$ cat src/rtl/regfile_pkg.sv
// Shared definitions for the multi-port register file: sequencer states,
// init-value generation and the bypass-select rule used by every read port.
package regfile_pkg;

    typedef enum logic [0:0] {
        INIT = 1'b0,
        RUN  = 1'b1
    } state_t;

    // Entry 0 is forced to zero when it is hardwired, whatever the init mode.
    function automatic logic [31:0] init_value(
        input logic [31:0] index,
        input logic        mode,
        input logic        zero_reg
    );
        logic [31:0] val;
        val = 32'd0;
        if (mode && !(zero_reg && index == 32'd0)) begin
            val = index;
        end
        return val;
    endfunction

    function automatic logic bypass_sel(
        input logic        we,
        input logic        rd_writable,
        input logic [31:0] rd,
        input logic [31:0] rs
    );
        return we && rd_writable && (rd == rs);
    endfunction

endpackage

$ cat src/rtl/regfile_read_port.sv
// One combinational read port: array mux plus same-cycle write bypass,
// forced to zero while the init sweep is running.
module regfile_read_port
    import regfile_pkg::*;
#(
    parameter int XLEN     = 64,
    parameter int NREG     = 32,
    parameter int AW       = $clog2(NREG),
    parameter int ZERO_REG = 1
) (
    input  logic                 busy,
    input  logic [AW-1:0]        rs,
    input  logic [NREG*XLEN-1:0] array_flat,
    input  logic                 we,
    input  logic                 rd_writable,
    input  logic [AW-1:0]        rd,
    input  logic [XLEN-1:0]      wdata,
    output logic [XLEN-1:0]      rdata
);

    always_comb begin
        rdata = '0;
        if (!busy) begin
            if ((ZERO_REG != 0) && (rs == '0)) begin
                rdata = '0;
            end else if (bypass_sel(we, rd_writable, 32'(rd), 32'(rs))) begin
                rdata = wdata;
            end else begin
                rdata = array_flat[int'(rs)*XLEN +: XLEN];
            end
        end
    end

endmodule

$ cat src/rtl/regfile_multiport.sv
// Parametrised register file: one write port, NREAD combinational read ports,
// and an init sequencer that sweeps every entry after reset.
module regfile_multiport
    import regfile_pkg::*;
#(
    parameter int XLEN      = 64,
    parameter int NREG      = 32,
    parameter int AW        = $clog2(NREG),
    parameter int NREAD     = 2,
    parameter int ZERO_REG  = 1,
    parameter int INIT_MODE = 1
) (
    input  logic                  clk,
    input  logic                  rst,
    input  logic [NREAD*AW-1:0]   rs,
    output logic [NREAD*XLEN-1:0] rdata,
    input  logic [AW-1:0]         rd,
    input  logic [XLEN-1:0]       wdata,
    input  logic                  we,
    output logic                  busy,
    output logic                  wr_drop
);

    state_t             state_reg;
    logic [AW-1:0]      init_ptr_reg;
    logic               busy_reg;
    logic               wr_drop_reg;
    logic [XLEN-1:0]    regs [NREG];

    logic               rd_writable;
    logic               arr_we;
    logic [AW-1:0]      arr_addr;
    logic [XLEN-1:0]    arr_data;
    logic [XLEN-1:0]    init_val;
    logic [NREG*XLEN-1:0] array_flat;

    assign init_val    = XLEN'(init_value(32'(init_ptr_reg), INIT_MODE != 0, ZERO_REG != 0));
    assign rd_writable = !((ZERO_REG != 0) && (rd == '0));

    // Single write port shared by the init sweep and the external writer;
    // the sweep owns it for the whole of INIT, and reset blocks both.
    always_comb begin
        arr_we   = 1'b0;
        arr_addr = rd;
        arr_data = wdata;
        if (!rst) begin
            if (state_reg == INIT) begin
                arr_we   = 1'b1;
                arr_addr = init_ptr_reg;
                arr_data = init_val;
            end else if (we && rd_writable) begin
                arr_we = 1'b1;
            end
        end
    end

    always_ff @(posedge clk) begin
        if (arr_we) begin
            regs[arr_addr] <= arr_data;
        end
    end

    always_ff @(posedge clk) begin
        if (rst) begin
            state_reg    <= INIT;
            init_ptr_reg <= '0;
            busy_reg     <= 1'b1;
            wr_drop_reg  <= 1'b0;
        end else begin
            wr_drop_reg <= we && busy_reg;
            case (state_reg)
                INIT: begin
                    init_ptr_reg <= init_ptr_reg + AW'(1);
                    if (init_ptr_reg == AW'(NREG - 1)) begin
                        state_reg <= RUN;
                        busy_reg  <= 1'b0;
                    end
                end
                RUN: begin
                    busy_reg <= 1'b0;
                end
                default: begin
                    state_reg <= INIT;
                    busy_reg  <= 1'b1;
                end
            endcase
        end
    end

    generate
        for (genvar gi = 0; gi < NREG; gi++) begin : g_flat
            assign array_flat[gi*XLEN +: XLEN] = regs[gi];
        end

        for (genvar gi = 0; gi < NREAD; gi++) begin : g_rport
            regfile_read_port #(
                .XLEN     (XLEN),
                .NREG     (NREG),
                .AW       (AW),
                .ZERO_REG (ZERO_REG)
            ) u_read_port (
                .busy        (busy_reg),
                .rs          (rs[gi*AW +: AW]),
                .array_flat  (array_flat),
                .we          (we),
                .rd_writable (rd_writable),
                .rd          (rd),
                .wdata       (wdata),
                .rdata       (rdata[gi*XLEN +: XLEN])
            );
        end
    endgenerate

    assign busy    = busy_reg;
    assign wr_drop = wr_drop_reg;

endmodule

$ cat config.mk
export PLATFORM = sky130hd
export DESIGN_NAME = regfile_multiport
export DESIGN_NICKNAME = d
export VERILOG_FILES = /design/src/rtl/regfile_pkg.sv /design/src/rtl/regfile_read_port.sv /design/src/rtl/regfile_multiport.sv
export SDC_FILE = /design/constraint.sdc
export NUM_CORES = 2
export LEC_CHECK = 0
export CAP_MARGIN = 10
export CELL_PAD_IN_SITES_DETAIL_PLACEMENT = 0
export CELL_PAD_IN_SITES_GLOBAL_PLACEMENT = 2
export CORE_AREA = 10 10 547 656
export CTS_BUF_LIST = sky130_fd_sc_hd__clkbuf_2 sky130_fd_sc_hd__clkbuf_4 sky130_fd_sc_hd__clkbuf_8
export DETAILED_ROUTE_END_ITERATION = 7
export DIE_AREA = 0 0 557 666
export PLACE_DENSITY = 0.59
export SLEW_MARGIN = 25
export SYNTH_ARGS = -nofsm -noshare
export SYNTH_HDL_FRONTEND = slang
export SYNTH_SLANG_ARGS = --single-unit
$ cat constraint.sdc
create_clock -name clk -period 7.38 [get_ports clk]
set_input_delay 1.476 -clock clk [delete_from_list [all_inputs] [get_ports clk]]
set_output_delay 1.476 -clock clk [all_outputs]
set_load 0.02 [all_outputs]
---- Word-level counts from Yosys, hierarchy flattened ----
Memories as Yosys holds them, arrays and structs flattened.
Cells that the tools add are included.
word-level totals
  register bits after elaboration ......... 8
  RAM bits ................................ 2048
  bits of input ports ..................... 82
  output and inout bits ................... 130
  word-level logic and storage cells ...... 42
  memories kept ........................... 1
cells by class
  add/sub/neg operators ................... 1
  equal/unequal tests ..................... 4
  shift-type cells ........................ 2
  mux-type cells .......................... 20
  bitwise logic cells ..................... 1
  reductions and logical operators ........ 9
memories
  memory  depth  bits a word  rd ports  clocked after Yosys merged registers in  wr ports  RTL line                 text
  regs    32     64           32        0                                        1         regfile_multiport.sv:28  logic [XLEN-1:0] regs [NREG];
operator list
  operator                                        count
  variable part select 2048 x 12 -> 64 bit        2
  two-way mux 64 bit                              8
  logical NOT 5 bit                               4
  two-way mux 5 bit                               3
  == test 5 bit                                   2
  two-way mux 1 bit                               8
  adder 5 x 1 -> 5 bit (second input constant)    1
  == test 5 bit (second input constant)           1
  logical AND 1 bit                               4
  != test 2 x 1 -> 1 bit (second input constant)  1
  case mux 1 bit (2 select lines)                 1
  logical NOT 1 bit                               1
  NOT 1 bit                                       1

---- Longest topological paths before layout ----
  word-level depth ........................ 8
  mapped depth ............................ 9
  depth with buffers taken out ............ 6

---- Modules after synthesis ----
Synthesis repeated with hierarchy kept, for this count alone.
second synthesis, totals
  cell total of the unflattened synthesis .. 5281
  area total of the unflattened synthesis .. 97439.7 um^2
by module, submodules not included
  module             times used  cells each  area an instance (um^2)  seq. area each (um^2)
  regfile_multiport  1           2225        62748.9                  61659.1
  regfile_read_port  2           1528        17345.4                  0.0

---- Least setup slack after synthesis ----
OpenSTA, ideal clock, no wires.
  path type ............................... input to register
  start point ............................. in rst
  end point ............................... mem regs[16][0], enable pin
  setup time .............................. 0.487 ns
  data arrival time ....................... 5.128 ns
  required time ........................... 6.893 ns
  slack ................................... 1.765 ns
  cell stages on the path ................. 6
  buffers on the path ..................... 1
  cell sequence ........................... or2_2 > clkbuf_1 > or3_1 > o31ai_1 > nand2_1 > nor2_1
between the ends
  word-level cells in the longest chain between the ends .. 3
  elaborated cells between the ends (all ways) .. 4
  classes of those cells .................. 4 x mux
RTL lines
  what                                     RTL line                 text
  from (decl)                              regfile_multiport.sv:14  input logic rst,
  two-way mux 1 bit                        regfile_multiport.sv:46  if (!rst) begin
  two-way mux 1 bit                        regfile_multiport.sv:58  if (arr_we) begin
  two-way mux 1 bit (implied by the code)  regfile_multiport.sv:59  regs[arr_addr] <= arr_data;
  to (decl)                                regfile_multiport.sv:28
Several ways; a longest one is shown, not always the timed one.

---- Final worst setup path ----
  start point ............................. in rd[2]
  end point ............................... out rdata[95]
between the ends
  word-level cells in the longest chain between the ends .. 7
  elaborated cells between the ends (all ways) .. 8
  classes of those cells .................. 1 x eq/ne; 3 x mux; 4 x reduce/logical
RTL lines
  what                    RTL line                 text
  from (decl)             regfile_multiport.sv:17  input logic [AW-1:0] rd,
  logical NOT 5 bit       regfile_multiport.sv:38  assign rd_writable = !((ZERO_REG != 0) && (rd == '0));
  logical NOT 1 bit       regfile_multiport.sv:38
  logical AND 1 bit       regfile_pkg.sv:30        return we && rd_writable && (rd == rs);
  logical AND 1 bit (*)   regfile_pkg.sv:30
  two-way mux 64 bit (*)  regfile_read_port.sv:26  end else if (bypass_sel(we, rd_writable, 32'(rd), 32'(rs))) begin
  two-way mux 64 bit (*)  regfile_read_port.sv:24  if ((ZERO_REG != 0) && (rs == '0)) begin
  two-way mux 64 bit (*)  regfile_read_port.sv:23  if (!busy) begin
  to (decl)               regfile_multiport.sv:16  output logic [NREAD*XLEN-1:0] rdata,
Every way passes the cells marked *; elsewhere a longest branch is shown, timed or not.

==> impl_results.md <==
* Post-cts sizing count at 0
* Wl on met1 at 138,000 microns
* H-tree depth at 5
* Crit path from: rd[2]
* Slowest cell on the critical path: a211oi_1
* Register area share after synthesis at 64.0%
* Clock Sink Count at 2,056
* Met3 routed WL at 19,200 microns
* Critical path class: in -> out
* Total GRT Usage at 17.5%
* GR Overflow Total at 0
* Post-Syn Area at 96,400 sq um
* Hold Crit Start: init_ptr_reg[0]
* Initial DRC Count at 4,537
* Fin crit share at 92.3%
* Port-buffer cells at 211
* #FFs+latches synth at 2,056
* CTS tree: yes
* Ports at 212
* Cts hold-fix bufs at 0
* Number of global-route vias before repair at 58,900
* Class of the worst hold path: reg -> reg
* Crit Reg-Reg Startpoint: state_reg
* Final design utilization at 32.6%
* Top delay family on crit path: compound AO/OA/AOI/OAI gates
* Nets at 5,304
* Buffers & Inverters on Critical Path at 3
* Row Count at 237
* Worst EP arrival at 5.34 ns
* First-pass GRT wire length at 467,000 microns
* Placed wire-length estimate at 188,000 microns
* Clock Tree Buf Depth at 4
* Outcome: completed
* Max reg flops at 2,048
* Pleak at 35.2 nW
* # setup viols final at 0
* Netlist cell types at 48
* Max incr delay on CP at 0.83 ns
* Antenna violations before repair at 13
* DR vias at 54,600
* CTS clk-pin slew, worst paths at 0.06 ns
* Skew-Pair Late Insertion Delay at 1.07 ns
* Antenna Nets Post-Route at 0
* Die Ht at 666 microns
* Syn Inst Count at 4,792
* Top Metal Used: met5
* Worst setup EP type: primary output
* Final Hold Vio Count at 0
* CP startpoint kind: input port
* Fillers at 32,800
* FF+latch area at 61,700 sq um
* Wirelength per Cell at 33.3 microns
* CP Cell Sequence: clkdlybuf4s50_1, or4_4, o21a_1, a311o_2, buf_4, a211oi_1, a221o_2, clkdlybuf4s50_1
* Initial Utilization at 27.8%
* Syn avg cell area at 20.1 sq um
* Remaining DRCs at 0
* # Post-CTS Setup Buffers at 0
* Area grow syn2layout at 17.2%
* Die X at 557 microns
* Die area at 371,000 sq um
* Final Skew at 0.0845 ns
* Synth async-reset ratio at 0%
* Clk root buf: clkbuf_8
* Crit path top cell by count: clkdlybuf4s50_1
* Peak VDD IR at 0.149 mV
* Setup_tns at 0 ns
* Largest net degree at the start of global routing at 71
* Drt first pass iters at 5
* CP required at 5.90 ns
* Metal2 WL at 166,000 microns
* Net Count, Synth at 4,877
* Fmax at 0.147 GHz
* Power per cell area at 228 nW/um^2
* Worst-Margin Slew at 1.08 ns
* Warnings from Yosys at 0
* Slew Limit Headroom at 28.0%
* Max-cap violations at 0
* RD Place Congestion at 0.747
* RSZ-0062 raised after global routing: false
* Min Tclk post-route at 6.81 ns
* Critical path fanouts, max at 18
* Post-synth EDFFs at 2,048
* Post-Route WL at 334,000 microns
* Highest-count cells in the layout ignoring fill and taps: 2,048 x edfxtp_1, 1,024 x mux4_2, 371 x clkbuf_8
* Slew Limit Fails at 0
* Core area at 346,000 sq um
* TritonCTS Buffers at 363
* Commonest register cell after synthesis: edfxtp_1
* DR vias/cell at 5.43
* Ratio of cells with drive above 1 in the final layout at 36.8%
* Area of the multi-input gates at 33,100 sq um
* Commonest non-fill, non-tap cell in the layout: edfxtp_1
## cell usage after synthesis (all sizes together) (2+ instances only)
cell type | instances | area share [%]
nor2 | 48 | 0.19
mux2i | 196 | 2.0
nand4b | 2 | 0.018
nand3 | 4 | 0.021
a211oi | 321 | 2.6
a31oi | 2 | 0.019
dfxtp | 8 | 0.17
nor2b | 197 | 1.3
nor3 | 3 | 0.027
edfxtp | 2048 | 64
a22oi | 124 | 0.97
and2 | 62 | 0.40
buf | 219 | 1.3
a221o | 128 | 1.4
ha | 3 | 0.039
nand3b | 4 | 0.031
o21ai | 4 | 0.032
or4 | 2 | 0.019
inv | 4 | 0.016
or2 | 2 | 0.013
xor2 | 6 | 0.055
a21oi | 69 | 0.36
nand2 | 94 | 0.37
clkbuf | 199 | 0.78
mux4 | 1024 | 24
xnor2 | 6 | 0.055
a22o | 2 | 0.018
## routing by layer
| metal | up-vias | track usage, % |
|---|---|---|
| met1 | 30100 | 22.7 |
| met2 | 1942 | 29.9 |
| li1 | 21900 | - |
| met5 | - | 0 |
| met4 | 4 | 5.47 |
| met3 | 560 | 3.05 |
## worst paths after layout
check                           slack, ns  depth (start not counted)              end
worst max-delay path                 0.57                          8        rdata[95]
worst min-delay path                 0.59                          2  init_ptr_reg[0]
worst max register to register       3.66                          6     regs[13][31]
worst min register to register       0.59                          2  init_ptr_reg[0]
## through the flow
stage | power (mW) | instance area (sq um) | worst slack, ns | cells | hold slack (ns)
after floorplan | 14.6 | 96400 | 1.77 | 4792 | 0.507
after global placement | 15.4 | 106000 | 0.577 | 9390 | 0.569
after detailed placement | 15.4 | 106000 | 0.654 | 9392 | 0.582
after CTS | 26.1 | 113000 | 0.615 | 10000 | 0.593
after global routing | 26.7 | 113000 | 0.437 | 10000 | 0.627
final | 25.8 | 113000 | 0.567 | 10000 | 0.591
## area by class of cell
cell class	instances	area share (%)
Sequential cell	2056	54.6
Multi-Input combinational cell	2314	29.3
Clock buffer	485	5.27
Tap cell	4541	5.03
Timing Repair Buffer	480	4.80
Clock inverter	157	0.995
Inverter	4	0.0133
Antenna cell	6	0.0133
## report_power, final
group | internal, mW | total, mW | switching, mW
combinational | 0.867 | 2.14 | 1.27
sequential | 13.0 | 13.0 | 0.0406
clock | 5.65 | 10.6 | 4.98
## logic make-up (layout without fill, tap and decap cells)
| logic type | count (synthesis) | in the layout | share of synthesized area, % |
|---|---|---|---|
| simple gates | 424 | 424 | 2.42 |
| buf+inv | 422 | 1126 | 2.05 |
| other cells | 0 | 6 | 0 |
| flops | 2056 | 2056 | 64.0 |
| compound gates | 655 | 655 | 5.43 |
| mux | 1220 | 1220 | 26.0 |
| xor+xnor | 12 | 12 | 0.109 |
| fa+ha+maj | 3 | 3 | 0.0390 |
## tightest hold or removal path, delay by kind of cell, from the launching register on
kind,cells,cell delay [ns]
DFF,1,0.38
and+or+nand+nor,1,0.10
AOI/OAI and AO/OA,1,0.06
No activity file was read; power rests on OpenSTA's default activity.
